## config.mk

```make
export PLATFORM = sky130hd
export DESIGN_NAME = instruction_fd
export DESIGN_NICKNAME = d
export VERILOG_FILES = /design/src/rtl/instruction_fd.sv
export SDC_FILE = /design/constraint.sdc
export NUM_CORES = 2
export LEC_CHECK = 0
export ABC_AREA = 1
export CORE_UTILIZATION = 35
export CTS_BUF_LIST = sky130_fd_sc_hd__clkbuf_2 sky130_fd_sc_hd__clkbuf_4 sky130_fd_sc_hd__clkbuf_8
export DETAILED_ROUTE_END_ITERATION = 7
export PLACE_DENSITY = 0.6
export SKIP_LAST_GASP = 1
export SLEW_MARGIN = 0
export SYNTH_ARGS = -nofsm -noshare
export SYNTH_HDL_FRONTEND = slang
export SYNTH_SLANG_ARGS = --single-unit
```

## constraint.sdc

```tcl
create_clock -name clk -period 11.3 [get_ports clk]
set_clock_uncertainty 0.1 [all_clocks]
set_input_delay 2.26 -clock clk [delete_from_list [all_inputs] [get_ports clk]]
set_output_delay 2.26 -clock clk [all_outputs]
set_load 0.02 [all_outputs]
```

## src/rtl/instruction_fd.sv

```systemverilog
// instruction_fd: single-cycle RV64I-subset fetch and datapath steered by an external control unit.
// Holds the PC, instruction ROM, field/immediate decode, 32-entry regfile, add/sub ALU, branch compare and data RAM.
module instruction_fd #(
  parameter int XLEN       = 64,
  parameter int IMEM_DEPTH = 32,
  parameter int DMEM_DEPTH = 32
) (
  input  logic            clk,
  input  logic            reset,
  input  logic            WE_mem,
  input  logic            WE_reg,
  input  logic [1:0]      OP_MEM_I,
  input  logic            ADD_SUB,
  input  logic            PC_load,
  input  logic [2:0]      select_flags,
  output logic [5:0]      pc_out,
  output logic [31:0]     instr_out,
  output logic [XLEN-1:0] wb_data,
  output logic            branch_taken
);

  localparam int PC_W = $clog2(IMEM_DEPTH);
  localparam int DA_W = $clog2(DMEM_DEPTH);

  localparam logic [6:0] OPC_LOAD   = 7'b0000011;
  localparam logic [6:0] OPC_OPIMM  = 7'b0010011;
  localparam logic [6:0] OPC_STORE  = 7'b0100011;
  localparam logic [6:0] OPC_BRANCH = 7'b1100011;
  localparam logic [6:0] OPC_OP     = 7'b0110011;

  localparam logic [2:0] F3_ADD = 3'b000;
  localparam logic [2:0] F3_D   = 3'b011;
  localparam logic [2:0] F3_BEQ = 3'b000;

  localparam logic [6:0] F7_ADD = 7'b0000000;
  localparam logic [6:0] F7_SUB = 7'b0100000;

  localparam logic [31:0] NOP = 32'h0000_0013;

  localparam logic [1:0] OPSEL_REG  = 2'd0;
  localparam logic [1:0] OPSEL_MEM  = 2'd1;
  localparam logic [1:0] OPSEL_IMM  = 2'd2;
  localparam logic [1:0] OPSEL_LINK = 2'd3;

  localparam logic [2:0] BR_EQ  = 3'd1;
  localparam logic [2:0] BR_NE  = 3'd2;
  localparam logic [2:0] BR_LT  = 3'd3;
  localparam logic [2:0] BR_GE  = 3'd4;
  localparam logic [2:0] BR_LTU = 3'd5;
  localparam logic [2:0] BR_GEU = 3'd6;

  function automatic logic [31:0] enc_i(input logic [11:0] imm, input logic [4:0] rs1,
                                        input logic [2:0] f3, input logic [4:0] rd,
                                        input logic [6:0] opc);
    return {imm, rs1, f3, rd, opc};
  endfunction

  function automatic logic [31:0] enc_s(input logic [11:0] imm, input logic [4:0] rs2,
                                        input logic [4:0] rs1, input logic [2:0] f3,
                                        input logic [6:0] opc);
    return {imm[11:5], rs2, rs1, f3, imm[4:0], opc};
  endfunction

  function automatic logic [31:0] enc_r(input logic [6:0] f7, input logic [4:0] rs2,
                                        input logic [4:0] rs1, input logic [2:0] f3,
                                        input logic [4:0] rd, input logic [6:0] opc);
    return {f7, rs2, rs1, f3, rd, opc};
  endfunction

  // Branch offsets count instructions, so imm[3:0] lives in inst[11:8] rather than the usual byte layout.
  function automatic logic [31:0] enc_b(input logic [11:0] imm, input logic [4:0] rs2,
                                        input logic [4:0] rs1, input logic [2:0] f3,
                                        input logic [6:0] opc);
    return {imm[11], imm[9:4], rs2, rs1, f3, imm[3:0], imm[10], opc};
  endfunction

  function automatic logic [31:0] rom_word(input logic [PC_W-1:0] idx);
    logic [31:0] w;
    w = NOP;
    case (int'(idx))
      0:       w = enc_i(12'd1, 5'd0, F3_D, 5'd1, OPC_LOAD);
      1:       w = enc_i(12'd2, 5'd0, F3_D, 5'd2, OPC_LOAD);
      2:       w = enc_r(F7_ADD, 5'd2, 5'd1, F3_ADD, 5'd3, OPC_OP);
      3:       w = enc_r(F7_SUB, 5'd1, 5'd3, F3_ADD, 5'd4, OPC_OP);
      4:       w = enc_s(12'd3, 5'd3, 5'd0, F3_D, OPC_STORE);
      5:       w = enc_s(12'd4, 5'd4, 5'd0, F3_D, OPC_STORE);
      6:       w = enc_i(12'd10, 5'd4, F3_ADD, 5'd9, OPC_OPIMM);
      7:       w = enc_s(12'd9, 5'd9, 5'd0, F3_D, OPC_STORE);
      8:       w = enc_b(12'd2, 5'd3, 5'd3, F3_BEQ, OPC_BRANCH);
      9:       w = enc_i(12'd1, 5'd0, F3_ADD, 5'd5, OPC_OPIMM);
      10:      w = enc_r(F7_ADD, 5'd2, 5'd1, F3_ADD, 5'd5, OPC_OP);
      default: w = NOP;
    endcase
    return w;
  endfunction

  logic [PC_W-1:0] pc_q, pc_d;
  logic [XLEN-1:0] regs_q [32];
  logic [XLEN-1:0] regs_d [32];
  // RAM keeps its contents across reset; only the power-up image seeds it.
  logic [XLEN-1:0] ram_q [DMEM_DEPTH] = '{1: XLEN'(10), 2: XLEN'(20), default: '0};
  logic [XLEN-1:0] ram_d [DMEM_DEPTH];

  logic [31:0]     instr;
  logic [4:0]      rd;
  logic [4:0]      rs1;
  logic [4:0]      rs2;
  logic [XLEN-1:0] imm;
  logic [XLEN-1:0] rs1_data;
  logic [XLEN-1:0] rs2_data;
  logic [XLEN-1:0] alu_b;
  logic [XLEN-1:0] alu_result;
  logic [DA_W-1:0] ram_addr;
  logic [XLEN-1:0] ram_rdata;
  logic            taken;
  logic [XLEN-1:0] wb;

  always_comb begin
    instr = rom_word(pc_q);
    rd    = instr[11:7];
    rs1   = instr[19:15];
    rs2   = instr[24:20];
  end

  always_comb begin
    imm = '0;
    case (instr[6:0])
      OPC_LOAD, OPC_OPIMM: imm = {{(XLEN-12){instr[31]}}, instr[31:20]};
      OPC_STORE:           imm = {{(XLEN-12){instr[31]}}, instr[31:25], instr[11:7]};
      OPC_BRANCH:          imm = {{(XLEN-12){instr[31]}}, instr[31], instr[7],
                                  instr[30:25], instr[11:8]};
      default:             imm = '0;
    endcase
  end

  always_comb begin
    rs1_data = (rs1 == 5'd0) ? '0 : regs_q[rs1];
    rs2_data = (rs2 == 5'd0) ? '0 : regs_q[rs2];
  end

  always_comb begin
    alu_b      = (OP_MEM_I == OPSEL_REG) ? rs2_data : imm;
    alu_result = ADD_SUB ? (rs1_data - alu_b) : (rs1_data + alu_b);
    ram_addr   = alu_result[DA_W-1:0];
    ram_rdata  = ram_q[ram_addr];
  end

  // Undefined selector codes, including X, fall to the never-taken default.
  always_comb begin
    taken = 1'b0;
    case (select_flags)
      BR_EQ:   taken = (rs1_data == rs2_data);
      BR_NE:   taken = (rs1_data != rs2_data);
      BR_LT:   taken = ($signed(rs1_data) < $signed(rs2_data));
      BR_GE:   taken = ($signed(rs1_data) >= $signed(rs2_data));
      BR_LTU:  taken = (rs1_data < rs2_data);
      BR_GEU:  taken = (rs1_data >= rs2_data);
      default: taken = 1'b0;
    endcase
  end

  always_comb begin
    wb = alu_result;
    case (OP_MEM_I)
      OPSEL_REG:  wb = alu_result;
      OPSEL_MEM:  wb = ram_rdata;
      OPSEL_IMM:  wb = alu_result;
      OPSEL_LINK: wb = XLEN'(pc_q) + XLEN'(1);
      default:    wb = alu_result;
    endcase
  end

  always_comb begin
    pc_d = pc_q;
    if (PC_load) begin
      pc_d = taken ? (pc_q + imm[PC_W-1:0]) : (pc_q + PC_W'(1));
    end
  end

  always_comb begin
    regs_d = regs_q;
    if (WE_reg && (rd != 5'd0)) begin
      regs_d[rd] = wb;
    end
  end

  always_comb begin
    ram_d = ram_q;
    if (WE_mem && !reset) begin
      ram_d[ram_addr] = rs2_data;
    end
  end

  always_ff @(posedge clk) begin
    if (reset) begin
      pc_q   <= '0;
      regs_q <= '{default: '0};
    end else begin
      pc_q   <= pc_d;
      regs_q <= regs_d;
    end
  end

  always_ff @(posedge clk) begin
    ram_q <= ram_d;
  end

  assign pc_out       = 6'(pc_q);
  assign instr_out    = instr;
  assign wb_data      = wb;
  assign branch_taken = taken;

endmodule

```

Word-level counts from Yosys, hierarchy flattened

Memory sizes are Yosys's and may differ from the RTL's. A register that Yosys moved wholly into a read port is not among the register bits.
Index checks and enable logic that the tools add are counted.

Add/sub/neg operators: 5
Reduce and logical (&&, ||, !) cells: 11
Order comparisons: 10
Multiplexer cells: 26
Bitwise gates (word level): 4
Eq/ne operators: 15

Operator list:

| operator              | number |
|---|---|
| $bwmux W2048          | 2 |
| $bmux W64 S5          | 3 |
| $mux W64              | 12 |
| $demux W64 S5         | 2 |
| $pmux W64 S3          | 2 |
| $ge A64 B64 Y1        | 2 |
| $lt A64 B64 Y1        | 2 |
| $add A64 B64 Y64      | 1 |
| $eq A64 B64 Y1        | 1 |
| $ne A64 B64 Y1        | 1 |
| $sub A64 B64 Y64      | 1 |
| $mux W32              | 1 |
| $ge A6 B6 Y1 const B  | 4 |
| $not A5 Y6            | 4 |
| $lt A6 B1 Y1 const B  | 2 |
| $logic_not A5 Y1      | 2 |
| $eq A3 B3 Y1 const B  | 3 |
| $mux W4               | 2 |
| $eq A7 B2 Y1 const B  | 1 |
| $eq A7 B5 Y1 const B  | 1 |
| $eq A7 B6 Y1 const B  | 1 |
| $eq A7 B7 Y1 const B  | 1 |
| $add A5 B1 Y6 const B | 1 |
| $eq A3 B2 Y1 const B  | 2 |
| other kinds (12)      | 17 |

ROM bits: 272
Memories: 1
Register bits: 4,101

Memory list:

| name            | words | width | rd ports | clocked after memory_dff | write ports | RTL line | RTL |
|---|---|---|---|---|---|---|---|
| (no name shown) | 16    | 17    | 1        | 1                        | 0           | 80       | `case (int'(idx))` |

Logic depth before layout (Yosys ltp)

Word-level depth: 15
Depth in mapped cells: 43
Mapped depth without buffers: 39

Worst setup path before layout

OpenSTA, ideal clock, no wires.

Path type: input to register
Start: input port OP_MEM_I[1]
End: register ram_q[1000] (netlist bit) (enable)
Stages on the path: 14
Setup slack: 2.484 ns
Arrival time: 8.230 ns
Data required time: 10.713 ns
Path buffers: 4
Library setup time: 0.487 ns
Cell sequence: nor2_1 clkbuf_1 nand3_1 nand2_1 inv_1 ha_1 o21ai_0 fa_1 nor2_1 clkbuf_1 clkbuf_1 clkbuf_1 nand2_1 nor2_1

RTL lines:

| item                   | RTL line | RTL |
|---|---|---|
| start: declaration     | 12       | `input logic [1:0] OP_MEM_I,` |
| end signal: assignment | 205      | `ram_q <= ram_d;` |
| end: declaration       | 101      | `logic [XLEN-1:0] ram_q [DMEM_DEPTH] = '{1: XLEN'(10), 2: XLEN'(20), default: '0};` |

Worst setup path after layout

Start: register pc_q[4]
End: output port wb_data[8]

Word-level cells in the longest chain between the ends: 14
Elaborated cells between the ends (all ways): 28
Those cells by class: add/sub (2); eq/ne (4); mux (16); bitwise (3); reduce/logical (3)

RTL lines:

| item                                                 | RTL line | RTL |
|---|---|---|
| start: declaration                                   | 97       | `logic [PC_W-1:0] pc_q, pc_d;` |
| start signal: assignment                             | 199      | `pc_q <= pc_d;` |
| $mux W32 (*)                                         | 80       |  |
| $not A5 Y6 (implied by the code)                     | 138      | `rs2_data = (rs2 == 5'd0) ? '0 : regs_q[rs2];` |
| $bmux W64 S5                                         | 138      |  |
| $mux W64 (implied by the code) (2 in a row)          | 138      |  |
| $mux W64                                             | 138      |  |
| $mux W64                                             | 142      | `alu_b = (OP_MEM_I == OPSEL_REG) ? rs2_data : imm;` |
| $add A64 B64 Y64 or $sub A64 B64 Y64 (tied branches) | 143      | `alu_result = ADD_SUB ? (rs1_data - alu_b) : (rs1_data + alu_b);` |
| $mux W64 (*)                                         | 143      |  |
| $not A5 Y6 (implied by the code)                     | 145      | `ram_rdata = ram_q[ram_addr];` |
| $bmux W64 S5                                         | 145      |  |
| $mux W64 (implied by the code) (2 in a row)          | 145      |  |
| $pmux W64 S3 (*)                                     | 164      | `case (OP_MEM_I)` |
| end: declaration                                     | 18       | `output logic [XLEN-1:0] wb_data,` |

Every way passes the cells marked *; elsewhere a longest branch is shown, timed or not. The select of a mux whose other input is x is not followed.

==> results.md <==
- Post-route setup slack: 177 ps
- Switching power: 20300 uW
- Worst path arrival time: 8760 ps
- Total leakage power: between 0.06 and 0.07 uW
- Category of cells accounting for the largest share of critical-path delay: buffers and inverters
- FF+latch count, synth: 3032
- Initial antenna violation count: 30
- Remaining number of nets flagged by the antenna check after routing: 0
- Initial cell density of the core: 35.2%
- Final number of setup-violating endpoints: 0
- Slew Viols, Final: 0
- Pre-CTS setup slack: 165 ps
- Leftover overflow at the end of global routing: 0
- Violation count after the first detailed-routing iteration: 14107
- Most common cell after layout, fill and taps aside: sky130_fd_sc_hd__nand2_1
- Share of power burned in combinational logic: 46.6%
- Actual transition at the worst max-transition pin: 1440 ps
- Clock Pin Slew Worst Setup and Hold Paths: 60 ps
- Final count of hold timing violations: 0
- Root Buffer Master: sky130_fd_sc_hd__clkbuf_8
- Crit-path max FO: 34
- RSZ-0062 raised after global routing: yes
- Max Fclk: 89.9 MHz
- Kind of start point of the critical path: flip-flop
- H-tree levels: 6
- Clock insertion delay at the later pin of the skew report: 1240 ps
- DIE HEIGHT: 625 um
- Avg Vias per Cell: 5.46
- Vias after detailed routing: 109525
- Fraction of post-synthesis cell area in the top cell type by area: 45.3%
- Floorplan die area: 390000 um2
- Worst-case clock buffer depth: 4
- Standard cell core area: 386000 um2
- Kind of end point of the critical path: output port
- Switching Share: 45.8%
- Crit share post-route: 98.4%
- Max_slew headroom: 4.05%
- Final critical path time including I/O delays and setup: 11120 ps
- Top flip-flop cell by instance count after synthesis: sky130_fd_sc_hd__edfxtp_1
- Sum of net half-perimeters after detailed placement: 299000 um
- Clock sink count: about 3000
- Wire length of the first global-routing pass: around 720000 um
- Worst VDD drop: 329 uV
- Via count of the first global-routing pass: 101579
- Data required time at the worst endpoint: 8940 ps
- Start-to-end type of the worst setup path: reg2out
- Mean routed wirelength per cell: 25.3 um
- Crit path buffers/inverters: 10
- Result of the run: completed
- Final RePlAce weighted congestion: 0.986
- Layout cell share with drive strength beyond 1: 10.1%
- Cell-internal power: about 24000 uW
- Clock group share of total power: 22.7%
- Pin count of the biggest net entering global routing: 196
- Post-Syn Area: 136000 um2
- Cell types with the largest area share after synthesis: sky130_fd_sc_hd__edfxtp_1 (45%), sky130_fd_sc_hd__dfxtp_1 (15%), sky130_fd_sc_hd__nand2_1 (7.1%)
- Number of clock buffers inserted by TritonCTS: about 520
- Overall routing resource usage: 25.0%
- Total Wirelength: 507000 um
- Number of remaining DRC errors: 0
- Master of the slowest instance on the critical path: sky130_fd_sc_hd__o41ai_2
- TNS Setup: 0 ps
- Avg Synthesized Cell Area: 9.44 um2
- P per Cell Area: 287 nW/um2
- Worst path most repeated cell: sky130_fd_sc_hd__nand2_1
- I/O pin count: around 110
- Number of synthesized flops with an enable pin: between 2000 and 2500
- PortBufs: 97
- Relative contribution of sequential cells to total power: 30.7%
- Number of nets at the end of the flow: 14652
- First-pass detailed-route iteration total: 5
- Row count: 228
- Warnings from Yosys: 0
- CTS tree: yes
- Gate Count Post-Synth: 14382
- Maximum single-stage delay on the critical path: 850 ps
- Max-cap violations: 0
- Min-delay worst type: reg2reg
- Biggest area consumer among synthesized cells: sky130_fd_sc_hd__edfxtp_1
- Synth unique cells: slightly below 80
- Fraction of the yosys area taken by sequential cells: about 60%
- Highest-count cells in the layout ignoring fill and taps: sky130_fd_sc_hd__nand2_1 (2567), sky130_fd_sc_hd__edfxtp_1 (2048), sky130_fd_sc_hd__inv_1 (1796)
- Post-synthesis to final-layout area growth: 13.7%
- Die width: between 600 and 700 um
- Fraction of synthesis flops using an asynchronous set or reset pin: 0%
-- area by class of cell --
cell class              instances  area (um2)
clock inverters               140        1270
well taps                    5175        6470
clock buffers                 738        8970
multi-input cells            8547       44000
fillers                     38012      232000
repair buffers                555        5430
flip-flops and latches       3032       81200
diodes                         16        40.0
inverters                    1843        6970
-- tightest hold or removal path, delay by kind of cell (launching register included) --
kind	cells	cell delay, ps
flip-flops	1	310
buffers and inverters	1	50
AND/OR/NAND/NOR	1	30
-- through the flow --
step / cell area, um2 / power [uW] / hold slack [ps] / std cells / util (%)
floorplan: 136000 / 24200 / 303 / 14396 / -
global placement: 144000 / 33900 / 313 / 19140 / 37.3
detailed placement: 144000 / 33900 / 314 / 19140 / 37.3
CTS: 154000 / 43800 / 323 / 20018 / 39.9
global route: 154000 / 45800 / 349 / 20037 / 40.0
finish: 154000 / 44300 / 325 / 20046 / 40.0
-- cell families (layout without fill, tap and decap cells) --
family | after synthesis | in the layout | synth area share [%]
AOI/OAI and AO/OA | 3817 | 3817 | 16.4
adders and majority gates | 141 | 141 | 1.31
and+or+nand+nor | 4508 | 4509 | 13.8
other | 2 | 32 | 0.00553
DFF | 3032 | 3032 | 59.8
buffers and inverters | 2818 | 3276 | 8.31
xor gates and xnor gates | 64 | 64 | 0.446
-- synthesized netlist by cell type, types with 10 or more instances --
cell type / number
sky130_fd_sc_hd__nand3_2: 14
sky130_fd_sc_hd__inv_1: 1804
sky130_fd_sc_hd__xor2_1: 30
sky130_fd_sc_hd__nor2_2: 10
sky130_fd_sc_hd__buf_1: 83
sky130_fd_sc_hd__o211ai_1: 136
sky130_fd_sc_hd__nor4_1: 38
sky130_fd_sc_hd__o21bai_1: 111
sky130_fd_sc_hd__a21oi_1: 1166
sky130_fd_sc_hd__o21ai_0: 1136
sky130_fd_sc_hd__buf_6: 19
sky130_fd_sc_hd__a41oi_1: 124
sky130_fd_sc_hd__a22oi_1: 413
sky130_fd_sc_hd__xnor2_1: 31
sky130_fd_sc_hd__o21ai_1: 414
sky130_fd_sc_hd__clkbuf_1: 618
sky130_fd_sc_hd__a31oi_1: 33
sky130_fd_sc_hd__a211oi_1: 33
sky130_fd_sc_hd__nor2_1: 1011
sky130_fd_sc_hd__a221oi_1: 52
sky130_fd_sc_hd__a22o_1: 61
sky130_fd_sc_hd__o41ai_1: 35
sky130_fd_sc_hd__o221ai_1: 18
sky130_fd_sc_hd__buf_4: 48
sky130_fd_sc_hd__nand2_1: 2571
sky130_fd_sc_hd__nand4_1: 209
sky130_fd_sc_hd__dfxtp_1: 984
sky130_fd_sc_hd__inv_2: 30
sky130_fd_sc_hd__edfxtp_1: 2048
sky130_fd_sc_hd__ha_1: 139
sky130_fd_sc_hd__nand2_2: 15
sky130_fd_sc_hd__a21o_1: 18
sky130_fd_sc_hd__buf_2: 197
sky130_fd_sc_hd__nand3_1: 489
sky130_fd_sc_hd__nor3_1: 106
sky130_fd_sc_hd__o22ai_1: 21
-- flip-flops by register name (all words and copies together) (netlist names), named ones only --
register / count
regs_q: 964
ram_q: 2048
pc_q: 5
-- repair_timing --
item | in CTS | in global routing
resized for setup | 1 | 7
setup endpoints to repair | 1 | 24
buffers inserted | 0 | 11
gates cloned | 0 | 1
pin swaps | 0 | 4
hold buffers | 0 | 0
-- power by group through the flow --
stage | clock network (uW) | registers [uW] | logic [uW]
2_1_floorplan | 0 | 13800 | 10400
3_3_place_gp | 0 | 13800 | 20000
3_5_place_dp | 0 | 13800 | 20000
4_1_cts | 10100 | 13600 | 20100
5_1_grt | 10600 | 13700 | 21500
6_report | 10100 | 13600 | 20600
-- worst paths after layout --
path	from	to	slack, ps	depth (start not counted)
worst min register to register	regs_q[2043]$_SDFFE_PP0P_	regs_q[2043]$_SDFFE_PP0P_	320	2
worst max-delay path	pc_q[4]$_SDFFE_PP0P_	wb_data[8]	180	29
worst max register to register	flip-flop	flip-flop	2140	34
worst min-delay path	regs_q[2043]$_SDFFE_PP0P_	regs_q[2043]$_SDFFE_PP0P_	320	2
-- routing by layer --
layer	track usage (%)	up-vias	wire length [um]	part of all wire, %
li1	-	49596	-	-
met1	33.1	53067	202000	40
met2	40.4	5755	232000	46
met3	4.72	1091	51000	10
met4	9.87	16	21000	4.1
met5	0	-	144	0.028
No activity file was read; power rests on OpenSTA's default activity.
